### config.mk
export PLATFORM = sky130hd
export DESIGN_NAME = bit32_out_fifo_flat
export DESIGN_NICKNAME = d
export VERILOG_FILES = /design/src/rtl/bit32_out_fifo_if.sv /design/src/rtl/bit32_out_fifo.sv /design/src/flat_wrapper.sv
export SDC_FILE = /design/constraint.sdc
export NUM_CORES = 1
export LEC_CHECK = 0
export ABC_AREA = 0
export CORE_UTILIZATION = 60
export CTS_CLUSTER_DIAMETER = 50
export DETAILED_ROUTE_END_ITERATION = 8
export HOLD_SLACK_MARGIN = 0.03
export PLACE_DENSITY = 0.85
export SLEW_MARGIN = 20
export SYNTH_ARGS = -nofsm -noshare
export SYNTH_HDL_FRONTEND = slang
export SYNTH_SLANG_ARGS = --single-unit
### constraint.sdc
create_clock -name clk -period 5.85 [get_ports clk]
set_input_delay 1.17 -clock clk [delete_from_list [all_inputs] [get_ports clk]]
set_output_delay 1.17 -clock clk [all_outputs]
set_load 0.03 [all_outputs]
### src/rtl/bit32_out_fifo_if.sv
// Handshake bundle between the 32-bit mux output, the output FIFO and its consumer.
// The slave modport is the FIFO side. The master modport is the side that drives words in and takes them out.
interface bit32_out_fifo_if #(
  parameter int WIDTH = 32,
  parameter int DEPTH = 4
);
  localparam int CW = $clog2(DEPTH) + 1;

  logic [WIDTH-1:0] in_data;
  logic             in_valid;
  logic             in_ready;
  logic [WIDTH-1:0] out_data;
  logic             out_valid;
  logic             out_ready;
  logic [CW-1:0]    count;
  logic             ovf;
  logic             ovf_clr;

  modport slave (
    input  in_data, in_valid, out_ready, ovf_clr,
    output in_ready, out_data, out_valid, count, ovf
  );

  modport master (
    output in_data, in_valid, out_ready, ovf_clr,
    input  in_ready, out_data, out_valid, count, ovf
  );
endinterface

### src/rtl/bit32_out_fifo.sv
// Output queue for the 32-bit 2:1 mux. A pushed word is visible on the edge after it is pushed, with no pass-through.
// in_ready and out_valid come from registers only. A word offered while the queue is full is dropped and sets a sticky ovf flag.
module bit32_out_fifo #(
  parameter int WIDTH = 32,
  parameter int DEPTH = 4
) (
  input  logic            clk,
  input  logic            rst_n,
  bit32_out_fifo_if.slave bus
);
  localparam int AW = $clog2(DEPTH);
  localparam int CW = AW + 1;
  localparam logic [CW-1:0] FULL_CNT = CW'(DEPTH);

  if (DEPTH < 2 || (DEPTH & (DEPTH - 1)) != 0) begin : g_bad_depth
    $error("bit32_out_fifo: DEPTH must be a power of two, 2 or greater");
  end

  logic [WIDTH-1:0] mem [DEPTH];
  logic [AW-1:0]    wr_ptr;
  logic [AW-1:0]    rd_ptr;
  logic [CW-1:0]    cnt;
  logic             ovf_q;
  logic             full;
  logic             empty;
  logic             push;
  logic             pop;
  logic             drop;

  assign full  = (cnt == FULL_CNT);
  assign empty = (cnt == '0);
  assign push  = bus.in_valid && !full;
  assign pop   = bus.out_ready && !empty;
  assign drop  = bus.in_valid && full;

  // Storage has an asynchronous reset, so out_data reads 0 as soon as reset asserts.
  always_ff @(posedge clk or negedge rst_n) begin
    if (!rst_n) begin
      for (int i = 0; i < DEPTH; i++) begin
        mem[i] <= '0;
      end
    end else if (push) begin
      mem[wr_ptr] <= bus.in_data;
    end
  end

  // DEPTH is a power of two, so the pointers wrap when they overflow.
  always_ff @(posedge clk or negedge rst_n) begin
    if (!rst_n) begin
      wr_ptr <= '0;
      rd_ptr <= '0;
    end else begin
      if (push) begin
        wr_ptr <= wr_ptr + 1'b1;
      end
      if (pop) begin
        rd_ptr <= rd_ptr + 1'b1;
      end
    end
  end

  always_ff @(posedge clk or negedge rst_n) begin
    if (!rst_n) begin
      cnt <= '0;
    end else begin
      case ({push, pop})
        2'b10:   cnt <= cnt + 1'b1;
        2'b01:   cnt <= cnt - 1'b1;
        default: cnt <= cnt;
      endcase
    end
  end

  // A drop and a clear on the same edge leave the flag set, so no overflow goes unreported.
  always_ff @(posedge clk or negedge rst_n) begin
    if (!rst_n) begin
      ovf_q <= 1'b0;
    end else if (drop) begin
      ovf_q <= 1'b1;
    end else if (bus.ovf_clr) begin
      ovf_q <= 1'b0;
    end
  end

  assign bus.in_ready  = !full;
  assign bus.out_valid = !empty;
  assign bus.out_data  = mem[rd_ptr];
  assign bus.count     = cnt;
  assign bus.ovf       = ovf_q;
endmodule
### src/flat_wrapper.sv
// flat-port wrapper written by rule: the top's interface ports become plain ports
module bit32_out_fifo_flat 
#(
  parameter int WIDTH = 32,
  parameter int DEPTH = 4
)
  (clk, rst_n, bus_in_data, bus_in_valid, bus_out_ready, bus_ovf_clr, bus_in_ready, bus_out_data, bus_out_valid, bus_count, bus_ovf);
  bit32_out_fifo_if #(.WIDTH(WIDTH), .DEPTH(DEPTH)) bus_i ();
  input  logic clk;
  input  logic rst_n;
  input wire logic [$bits(bus_i.in_data)-1:0] bus_in_data;
  input wire logic [$bits(bus_i.in_valid)-1:0] bus_in_valid;
  input wire logic [$bits(bus_i.out_ready)-1:0] bus_out_ready;
  input wire logic [$bits(bus_i.ovf_clr)-1:0] bus_ovf_clr;
  output wire logic [$bits(bus_i.in_ready)-1:0] bus_in_ready;
  output wire logic [$bits(bus_i.out_data)-1:0] bus_out_data;
  output wire logic [$bits(bus_i.out_valid)-1:0] bus_out_valid;
  output wire logic [$bits(bus_i.count)-1:0] bus_count;
  output wire logic [$bits(bus_i.ovf)-1:0] bus_ovf;
  assign bus_i.in_data = bus_in_data;
  assign bus_i.in_valid = bus_in_valid;
  assign bus_i.out_ready = bus_out_ready;
  assign bus_i.ovf_clr = bus_ovf_clr;
  assign bus_in_ready = bus_i.in_ready;
  assign bus_out_data = bus_i.out_data;
  assign bus_out_valid = bus_i.out_valid;
  assign bus_count = bus_i.count;
  assign bus_ovf = bus_i.ovf;
  bit32_out_fifo #(.WIDTH(WIDTH), .DEPTH(DEPTH)) u_core (.clk(clk), .rst_n(rst_n), .bus(bus_i));
endmodule
[Word-level counts from Yosys, hierarchy flattened]
Cells that the tools add are included.
Cells by class
  reduce and logical (&&, ||, !) cells: 9
  equal/unequal tests: 3
  add/sub/neg operators: 4
  multiplexer cells: 9
  bitwise operators: 2
  magnitude comparators: 3
Operator list (count)
  bitwise mux 128 bit: 1
  2-to-1 mux 32 bit: 3
  binary-select mux 32 bit (select 2 bit): 1
  demux 32 bit (select 2 bit): 1
  >= comparator 3 bit, second input constant: 2
  NOT 2 -> 3 bit: 2
  one-hot mux 3 bit (2 select lines): 1
  adder 2 x 1 -> 2 bit, second input constant: 2
  logical AND 1 bit: 4
  nonzero test 2 bit: 2
  adder 3 x 1 -> 3 bit, second input constant: 1
  equality test 3 bit, second input constant: 1
  logical NOT 3 bit: 1
  < comparator 3 x 1 -> 1 bit, second input constant: 1
  subtractor 3 x 1 -> 3 bit, second input constant: 1
  equality test 2 x 1 -> 1 bit, second input constant: 1
  equality test 2 bit, second input constant: 1
  logical NOT 1 bit: 2
  2-to-1 mux 1 bit: 2
Word-level totals
  register bits: 136
  word-level logic and storage cells: 38
  input port bits: 37
  output and inout port bits: 38

[Longest topological paths before layout]
Gate-level depths: netlist of run 1.
  depth in word-level cells: 6
  gate-level depth with buffers: 8
  mapped depth without buffers: 8

[Least setup slack after synthesis of run 1]
No wires, ideal clock.
  path kind: register to output
  start: register u_core.rd_ptr[0]
  end: output bus_out_data[10]
  stages on the path, launching flop included: 4
  setup slack: 3248 ps
  data required time: 4680 ps
  arrival: 1432 ps
  buffers on the path: 2
  cell sequence: dfrtp_1 -> buf_2 -> buf_2 -> mux4_2
On the way
  longest elaborated chain between the ends: 4
Ends and longest elaborated chain
  start: declaration: RTL line bit32_out_fifo.sv:21  | logic [AW-1:0] rd_ptr;
  start signal: assignment: RTL line bit32_out_fifo.sv:57  | rd_ptr <= rd_ptr + 1'b1;
  NOT 2 -> 3 bit (implied by the code): RTL line bit32_out_fifo.sv:87  | assign bus.out_data = mem[rd_ptr];
  binary-select mux 32 bit (select 2 bit): RTL line bit32_out_fifo.sv:87
  2-to-1 mux 32 bit (implied by the code) (2 in series): RTL line bit32_out_fifo.sv:87
  end: declaration: RTL line flat_wrapper.sv:16  | output wire logic [$bits(bus_i.out_data)-1:0] bus_out_data;
No other way between the ends. The select of a mux whose other input is x is not followed.

[Worst setup path after layout of run 1]
  start: register u_core.rd_ptr[0]
  end: output bus_out_data[7]
Same word-level chain as after synthesis.

==> flow_summary_export.csv, run 1 <==
group,metric,value,unit
synthesis,synth-warning-count,0,
setup_path,critical-path-slowest-cell,"dfrtp_2",
global_route,grt_pass1_wl,18.90,mm
setup_path,crit_path_end_kind,"output port",
global_route,grt_pass1_vias,3642,
clock_tree,h-tree-depth,4,
cells_and_area,fin_nets,471,
clock_tree,cts.clk_slew.worst_paths,60,ps
synthesis,synth-seq-cells,136,
sta,fin_crit,4064,ps
floorplanning,die_x,102.0,um
flow_run,maxCapViolCount,0,
detailed_routing,drt_first_iter_violations,126,
place,placedCellCount,542,
cells_and_area,antenna_cells,0,
clock_tree,cts_buffer_depth,2,
clock_tree,clkSinkCount,136,
setup_path,r2r_end,"u_core.bus.count[2]",
cells_and_area,instances_no_fill,573,
synthesis,synth_top_family_by_area,"multiplexers",
clock_tree,cts_resized,0,
synthesis,syn-cell-area,6006,um^2
setup_path,startpoint_type,"flop",
setup_path,crit_buf_inv,2,
setup_path,worstPathMaxFanout,18,
setup_path,cp.arrival,2890,ps
global_route,grt.total_usage,0.2489,
worst_hold_path,hold_class,"reg2reg",
detailed_routing,ant_nets,0,
setup_path,criticalPathCategory,"reg2out",
detailed_routing,route.vias.total,3365,
setup_path,crit_chain,"buf_4, mux4_2, clkdlybuf4s50_1",
sta,maxSlewHeadroom,0.2581,
sta,setup_viol,0,
place,io_buffers,74,
pwr,p_per_area,700.6,nW/um^2
pwr,power.leakage,3.027,nW
setup_path,crit_family,"buffers and inverters",
clock_tree,post-cts-setup-buffer-count,0,
synthesis,synth_nets,396,
synthesis,synth_xor_area_frac,0.008750,
synthesis,ys_types,20,
synthesis,seq_area_frac_synth,0.5667,
floorplanning,start_util,0.6173,
pwr,irDropWorstVdd,381.7,uV
global_route,overflow,0,
sta,fin_skew,6.906,ps
floorplanning,top_level_ports,75,
outcome,status,"completed",
pwr,report.power.total,5.167,mW
clock_tree,tritoncts,"yes",
sta,slew_viol_final,0,
detailed_routing,dr.pass1.iters,4,
sta,tightestPinTransition,1110,ps
detailed_routing,drc,0,
place,hpwl,6.851,mm
floorplanning,fp-row-count,36,
sta,hold_slack,499.0,ps
setup_path,cpPeakStageDelay,720,ps
setup_path,regToRegStartpoint,"u_core.bus.count[0]",
global_route,grt_max_degree,79,
synthesis,synth_fa_ha_area_frac,0.01375,
clock_tree,postCtsHoldBufs,0,
clock_tree,root_buffer,"clkbuf_8",
detailed_routing,wirelength,11.62,mm
setup_path,cp.required,4680,ps
place,gp_congestion,0.7202,
sta,tns,0,ps
worst_hold_path,hold_end,"u_core.mem[63]",
global_route,antenna_found_initial,0,
cells_and_area,drive_gt1_frac,0.4545,
floorplanning,dieArea,10410,um^2
worst_hold_path,holdPathStages,1,
synthesis,synth_compound_area_frac,0.002292,
clock_tree,cts_made_buffers,17,
clock_tree,clk_latency,510,ps
detailed_routing,wl_per_cell,20.28,um
synthesis,synthSimpleGateAreaFrac,0.01208,
synthesis,muxShareOfSynthArea,0.3635,
setup_path,reg2reg_depth,8,
synthesis,avgSynthCellArea,17.01,um^2
sta,hold_viol_final,0,
sta,post-route-period-util,0.6948,
floorplanning,coreArea,9729,um^2
sta,clock.fmax,246.0,MHz
detailed_routing,viasPerCell,5.873,
synthesis,syn_inst,353,
floorplanning,fp.dieH,102.0,um
cells_and_area,fill_cells,577,
cells_and_area,area_growth,22.81,%
worst_hold_path,min_from,"u_core.mem[63]",
sta,rsz0062_at_grt,"no",
setup_path,reg2reg_slack,3440,ps
-- state kept, by name, indices dropped and copies added (netlist names) --
name,cells
u_core.mem,128
u_core.wr_ptr,2
u_core.bus.ovf,1
u_core.rd_ptr,2
u_core.bus.count,3
-- cell usage after synthesis (all sizes together) --
cell,count,share of area
dfrtp,136,0.57
inv,7,0.0044
clkbuf,2,0.0013
fa,1,0.0033
mux4,32,0.12
ha,5,0.010
mux2i,1,0.0017
nor2,5,0.0031
nor3b,1,0.0031
nand2,6,0.0037
buf,18,0.027
o31a,1,0.0015
xor2,3,0.0044
nand2b,1,0.0010
xnor2,3,0.0044
mux2,129,0.24
or3,1,0.0010
o21ai,1,0.00083
-- metal layers --
metal,track usage,vias up,share of wire
met5,0,-,0
met4,0.09780,0,0.014
met3,0.06293,12,0.042
met2,0.4073,87,0.52
met1,0.3227,1818,0.43
li1,-,1448,-
-- worst max-delay path by stage --
stage,startpoint,endpoint,slack (ps),cells past startpoint
final,u_core.rd_ptr[0],bus_out_data[7],1790,3
after global routing,u_core.rd_ptr[0],bus_out_data[7],1590,3
after CTS,u_core.rd_ptr[0],bus_out_data[7],1690,3
after detailed placement,u_core.rd_ptr[0],bus_out_data[7],2260,3
after global placement,u_core.rd_ptr[0],bus_out_data[20],2320,3
after floorplan,u_core.rd_ptr[0],bus_out_data[10],3250,3
-- metrics by stage --
step / cell area [um^2] / setup WS [ps] / utilization
floorplan: 6006 / 3248 / -
global placement: 6790 / 2321 / 0.6979
detailed placement: 6790 / 2258 / 0.6979
CTS: 7376 / 1693 / 0.7581
global route: 7376 / 1590 / 0.7581
finish: 7376 / 1786 / 0.7581
-- logic make-up (layout without fill, tap and decap cells) --
family	Yosys count	after routing
compound gates	2	2
xor+xnor	6	6
fa+ha+maj	6	6
buf+inv	27	114
flops	136	136
mux	162	162
simple gates	14	14
-- layout by cell type (no fill, tap or decap), types with 2 or more instances in the layout --
cell type	synthesis	final
clkbuf_8	0	4
dfrtp_1	136	134
clkbuf_16	0	16
buf_4	0	2
bufinv_16	0	3
inv_1	7	7
nand2_1	6	6
xnor2_1	3	3
clkbuf_1	2	2
clkdlybuf4s50_1	0	73
xor2_1	3	3
clkinv_2	0	5
ha_1	5	5
nor2_4	0	4
mux2_2	129	129
dfrtp_2	0	2
mux4_2	32	32
-- cell type report --
class	instances	area, um^2	share of cell area
repair buffers	76	757.0	0.1026
flip-flops and latches	136	3406	0.4617
inverters	7	26.28	0.003562
multi-input cells	190	2435	0.3301
well taps	133	166.4	0.02256
clock buffers	22	462.9	0.06277
clock inverters	9	122.6	0.01662
-- report_power, final --
group | internal [mW] | switching, mW | total [mW]
registers | 1.43 | 0.354 | 1.78
logic | 1.28 | 1.06 | 2.34
clock network | 0.677 | 0.370 | 1.05
total | 3.39 | 1.78 | 5.17
Power figures use the tool's default switching activity.
==> run 2, diff against run 1 <==
- CORE_UTILIZATION: 60 -> 50
- PLACE_DENSITY: 0.85 -> 0.76
- clock period: 5.85 -> 3.3 ns (I/O delays scaled with it)
==> run 2 against run 1 <==
The flow now finishes with violations (DRC). Critical endpoint is now bus_out_data[23]. Largest power group unchanged. Final area is 1.2% higher. Wire length is 0.94% lower. Worst hold slack worse by 280 ps.
==> flow_summary_export.csv, run 2 (same netlist as run 1, synthesis figures left out) <==
group,metric,value,unit
setup_path,cp.arrival,2450,ps
setup_path,crit_buf_inv,2,
clock_tree,h-tree-depth,4,
setup_path,critical-path-slowest-cell,"clkdlybuf4s50_1",
setup_path,crit_chain,"buf_4, mux4_2, clkdlybuf4s50_1",
setup_path,reg2reg_slack,930,ps
setup_path,worstPathMaxFanout,10,
clock_tree,cts_made_buffers,17,
pwr,p_int,5.904,mW
cells_and_area,layout_commonest_cell,"dfrtp_1",
detailed_routing,drc,7,
global_route,grt_max_degree,62,
cells_and_area,antenna_cells,0,
sta,slew_viol_final,0,
detailed_routing,wl_per_cell,19.48,um
clock_tree,post-cts-setup-buffer-count,0,
outcome,status,"finished with violations",
sta,fin_skew,10.49,ps
setup_path,crit_family,"buffers and inverters",
sta,tns,0,ps
floorplanning,start_util,0.5193,
worst_hold_path,hold_class,"in2async",
floorplanning,coreArea,11560,um^2
detailed_routing,wirelength,11.51,mm
sta,post-route-period-util,0.9426,
setup_path,r2r_end,"u_core.bus.count[2]",
flow_run,maxCapViolCount,0,
cells_and_area,largest_reg_flops,128,
sta,tightestPinTransition,570.3,ps
pwr,swShare,0.3475,
global_route,overflow,0,
setup_path,criticalPathCategory,"reg2out",
sta,clock.fmax,321.5,MHz
floorplanning,fp.dieH,111.6,um
detailed_routing,viasPerCell,5.648,
global_route,grt_pass1_wl,19.31,mm
sta,rsz0062_at_grt,"no",
place,placedCellCount,560,
place,hpwl,7.320,mm
clock_tree,cts.clk_slew.worst_paths,60,ps
clock_tree,postCtsHoldBufs,0,
pwr,p_switching,3.144,mW
setup_path,crit_path_end_kind,"output port",
pwr,p_comb_frac,0.474,
outcome,violations,"DRC",
pwr,power.leakage,3.057,nW
setup_path,regToRegStartpoint,"u_core.bus.count[0]",
cells_and_area,drive_gt1_frac,0.4643,
cells_and_area,instances_no_fill,591,
cells_and_area,largest_register,"u_core.mem",
pwr,p_per_area,1213,nW/um^2
clock_tree,tritoncts,"yes",
sta,hold_viol_final,0,
place,io_buffers,74,
clock_tree,cts_resized,0,
sta,maxSlewHeadroom,0.6198,
sta,setup_viol,0,
sta,layout_setup_ws,189.5,ps
setup_path,cpPeakStageDelay,610,ps
floorplanning,top_level_ports,75,
sta,fin_crit,3110,ps
global_route,grt.total_usage,0.2068,
setup_path,startpoint_type,"flop",
place,gp_congestion,0.7480,
setup_path,reg2reg_depth,8,
floorplanning,die_x,111.6,um
floorplanning,dieArea,12450,um^2
clock_tree,clkSinkCount,136,
global_route,grt_pass1_vias,3668,
pwr,power_frac_seq,0.340,
clock_tree,clk_latency,420,ps
place,dp_slack,619.5,ps
cells_and_area,area_growth,24.23,%
detailed_routing,drt_first_iter_violations,186,
pwr,clockPowerShare,0.186,
floorplanning,fp-row-count,39,
detailed_routing,route.vias.total,3338,
detailed_routing,dr.pass1.iters,8,
detailed_routing,ant_nets,0,
global_route,antenna_found_initial,0,
cells_and_area,layout_common_cells,"134 x dfrtp_1, 129 x mux2_2, 73 x clkdlybuf4s50_1, 32 x mux4_2, 17 x clkbuf_16",
pwr,irDropWorstVdd,761.9,uV
sta,hold_slack,224.0,ps
setup_path,cp.required,2640,ps
clock_tree,cts_buffer_depth,2,
cells_and_area,fin_nets,479,
clock_tree,root_buffer,"clkbuf_16",
run 2: changes by cell type in the layout (fill, tap and decap cells not counted), sizes merged:
cell and delta:
buf +8, clkbuf +1, bufinv -3, clkinvlp +2
run 2: through the flow:
stage | utilization | power (mW) | cell area (um^2)
after floorplan | - | 5.977 | 6006
after global placement | 0.5988 | 7.284 | 6925
after detailed placement | 0.5988 | 7.418 | 6925
after CTS | 0.6451 | 9.151 | 7461
after global routing | 0.6451 | 9.536 | 7461
final | 0.6451 | 9.048 | 7461
run 2: worst max path at each step:
stage          depth (start not counted)                  end  slack (ps)           startpoint
5_1_grt                                3     bus_out_data[23]         100     u_core.rd_ptr[0]
6_report                               3     bus_out_data[23]         190     u_core.rd_ptr[0]
4_1_cts                                3     bus_out_data[23]         160     u_core.rd_ptr[0]
3_3_place_gp                           3     bus_out_data[21]         630     u_core.rd_ptr[0]
2_1_floorplan                          8  u_core.bus.count[2]        1170  u_core.bus.count[2]
3_5_place_dp                           3     bus_out_data[23]         620     u_core.rd_ptr[0]
run 2: layout make-up:
class                   instances  area (um^2)
clock buffers                  23        488.0
fillers                       836         4104
well taps                     143        178.9
multi-input cells             190         2435
flip-flops and latches        136         3406
inverters                       7        26.28
clock inverters                 8        47.55
repair buffers                 84        879.6
run 2: power groups by stage:
stage                     combinational (mW)  sequential (mW)  clock, mW
after floorplan                         3.09             2.89          0
after global placement                  4.25             3.03          0
after detailed placement                4.33             3.09          0
after CTS                               4.35             3.08       1.72
after global routing                    4.55             3.19       1.80
final                                   4.29             3.07       1.68
run 2: per-layer routing:
layer | up-vias | wire length [um] | global-route usage
li1 | 1473 | - | -
met5 | - | 0 | 0
met3 | 10 | 408 | 0.05825
met4 | 0 | 77 | 0.06847
met2 | 64 | 5853 | 0.3279
met1 | 1791 | 5173 | 0.2776
run 2: worst reg2reg max path: stages (launching register included):
cell and delay (ps):
dfrtp_1 470, nor3b_4 530, nand2b_1 260, ha_1 210, inv_1 60, fa_1 370, xor2_1 150, nor2_1 110
xor2_1 150
==> run 3, diff against run 2 <==
- CTS_CLUSTER_SIZE: not set -> 25
- clock period: 3.3 -> 2.58 ns (I/O delays scaled with it)
==> run 3 against run 2 <==
Sequential power grew 26%. Worst hold slack got worse by 190 ps. Non-clock buffer count grew 5. Via count decreased by 0.18%. Core utilization rose by 0.41 points. Setup slack got worse by 58 ps. The run still ends with DRC left. Largest cell class unchanged. Largest power group unchanged. Combinational power rose by 22%. Clock power grew 42%. Global-route usage up 0.10 points. First-iteration DRC count is 1.6% higher. Die area unchanged. Sequential share of layout area decreased by 0.29 points.
==> flow_summary_export.csv, run 3 (same netlist as run 1, synthesis figures left out) <==
group,metric,value,unit
clock_tree,postCtsHoldBufs,0,
pwr,p_per_area,1529,nW/um^2
sta,maxSlewHeadroom,0.7045,
floorplanning,fp.dieH,111.6,um
clock_tree,clkSinkCount,136,
setup_path,cp.arrival,1930,ps
cells_and_area,layout_common_cells,"134 x dfrtp_1, 129 x mux2_2, 41 x clkdlybuf4s50_1, 32 x mux4_2, 31 x dlygate4sd2_1",
flow_run,maxCapViolCount,0,
global_route,overflow,0,
worst_hold_path,hold_class,"in2async",
place,hpwl,7.575,mm
clock_tree,cts_buffer_depth,2,
floorplanning,dieArea,12450,um^2
setup_path,crit_start,"u_core.rd_ptr[0]",
outcome,violations,"DRC",
cells_and_area,largest_reg_flops,128,
sta,setup_viol,0,
cells_and_area,area_growth,25.02,%
setup_path,regToRegStartpoint,"u_core.bus.count[1]",
global_route,gr-usage-met3,0.06750,
sta,clock.fmax,408.5,MHz
detailed_routing,drc,14,
global_route,use_met1,0.2730,
pwr,irDropWorstVdd,943.1,uV
detailed_routing,dr.pass1.iters,6,
global_route,grt.total_usage,0.2079,
setup_path,startpoint_type,"flop",
place,gp_congestion,0.7287,
floorplanning,coreArea,11560,um^2
global_route,grt_util_met2,0.3333,
clock_tree,post-cts-setup-buffer-count,0,
clock_tree,tritoncts,"yes",
detailed_routing,wirelength,11.53,mm
floorplanning,start_util,0.5193,
setup_path,crit_path_end_kind,"output port",
setup_path,cp.required,2060,ps
clock_tree,root_buffer,"clkbuf_16",
sta,hold_viol_final,0,
cells_and_area,layout_commonest_cell,"dfrtp_1",
sta,post-route-period-util,0.9489,
place,io_buffers,74,
global_route,grt_max_degree,66,
global_route,grt_pass1_wl,19.37,mm
clock_tree,clk_latency,410,ps
sta,tns,0,ps
global_route,grt_pass1_vias,3736,
cells_and_area,antenna_cells,0,
floorplanning,fp-row-count,39,
clock_tree,cts.clk_slew.worst_paths,50,ps
sta,layout_setup_ws,131.9,ps
cells_and_area,final_core_util,0.6492,
cells_and_area,multi_input_area,2435,um^2
clock_tree,h-tree-depth,4,
pwr,report.power.total,11.48,mW
detailed_routing,viasPerCell,5.581,
pwr,power.leakage,3.170,nW
setup_path,worstPathMaxFanout,17,
floorplanning,top_level_ports,75,
cells_and_area,fill_cells,835,
sta,fin_skew,8.039,ps
floorplanning,die_x,111.6,um
sta,slew_viol_final,0,
clock_tree,cts_made_buffers,17,
detailed_routing,route.vias.total,3332,
outcome,status,"finished with violations",
setup_path,criticalPathCategory,"reg2out",
detailed_routing,drt_first_iter_violations,189,
sta,tightestPinTransition,443.2,ps
detailed_routing,wl_per_cell,19.30,um
global_route,grt-busiest-layer,"met2",
cells_and_area,largest_register,"u_core.mem",
detailed_routing,ant_nets,0,
cells_and_area,fin_nets,484,
sta,fin_crit,2448,ps
place,dp_slack,221.1,ps
global_route,antenna_found_initial,0,
cells_and_area,area.sequential,3406,um^2
cells_and_area,drive_gt1_frac,0.4758,
sta,rsz0062_at_grt,"no",
[run 3: changes by cell type in the layout (fill, tap and decap cells not counted), sizes merged]
cell           previous run  this run
bufinv                    0         3
dlygate4sd2               0        31
clkinvlp                  3         2
clkinv                    5         9
buf                      11        17
clkbuf                   23        18
clkdlybuf4s50            73        41
[run 3: per-layer routing]
metal / share of wire / up-vias / routed length, um
li1: - / 1488 / -
met1: 0.46 / 1768 / 5245
met2: 0.49 / 67 / 5703
met5: 0 / - / 0
met3: 0.044 / 9 / 504
met4: 0.0062 / 0 / 72
[run 3: final timing paths]
kind / endpoint / slack (ps) / depth (start not counted)
worst max register to register: u_core.bus.count[2] / 500 / 8
worst min-delay path: u_core.mem[34] / 30 / 1
worst max-delay path: bus_out_data[29] / 130 / 3
max in group asynchronous: u_core.bus.count[1] / 1850 / 2
worst min register to register: u_core.mem[26] / 500 / 1
min in group clk: u_core.mem[26] / 500 / 1
[run 3: final cells by class]
cell class              count  share of cell area
clock buffers              18             0.05716
flip-flops and latches    136              0.4536
multi-input cells         190              0.3243
well taps                 143             0.02383
inverters                   7            0.003499
repair buffers             89              0.1166
clock inverters            14             0.02100
[run 3: worst max-delay path, stage by stage (launching register included)]
cell and delay (ps):
dfrtp_2 410, buf_12 200, mux4_2 540, dlygate4sd2_1 370
[run 3: report_power, final]
group          switching [mW]  internal, mW  leakage [nW]
registers               0.626          3.25          1.61
logic                    2.54          2.68          1.27
clock network           0.876          1.51         0.289
total                    4.05          7.44          3.17
[run 3: what timing repair did]
item / in CTS / in global routing
gates resized for setup: 31 / 0
hold endpoints to repair: 0 / 0
setup endpoints to repair: 31 / 0
[run 3: metrics by stage]
stage / hold slack [ps] / instances / cell area [um^2]
finish: 31.67 / 597 / 7508
global route: 42.41 / 597 / 7508
CTS: 37.70 / 597 / 7508
detailed placement: 475.5 / 565 / 6960
global placement: 469.3 / 565 / 6960
floorplan: 220.4 / 353 / 6006
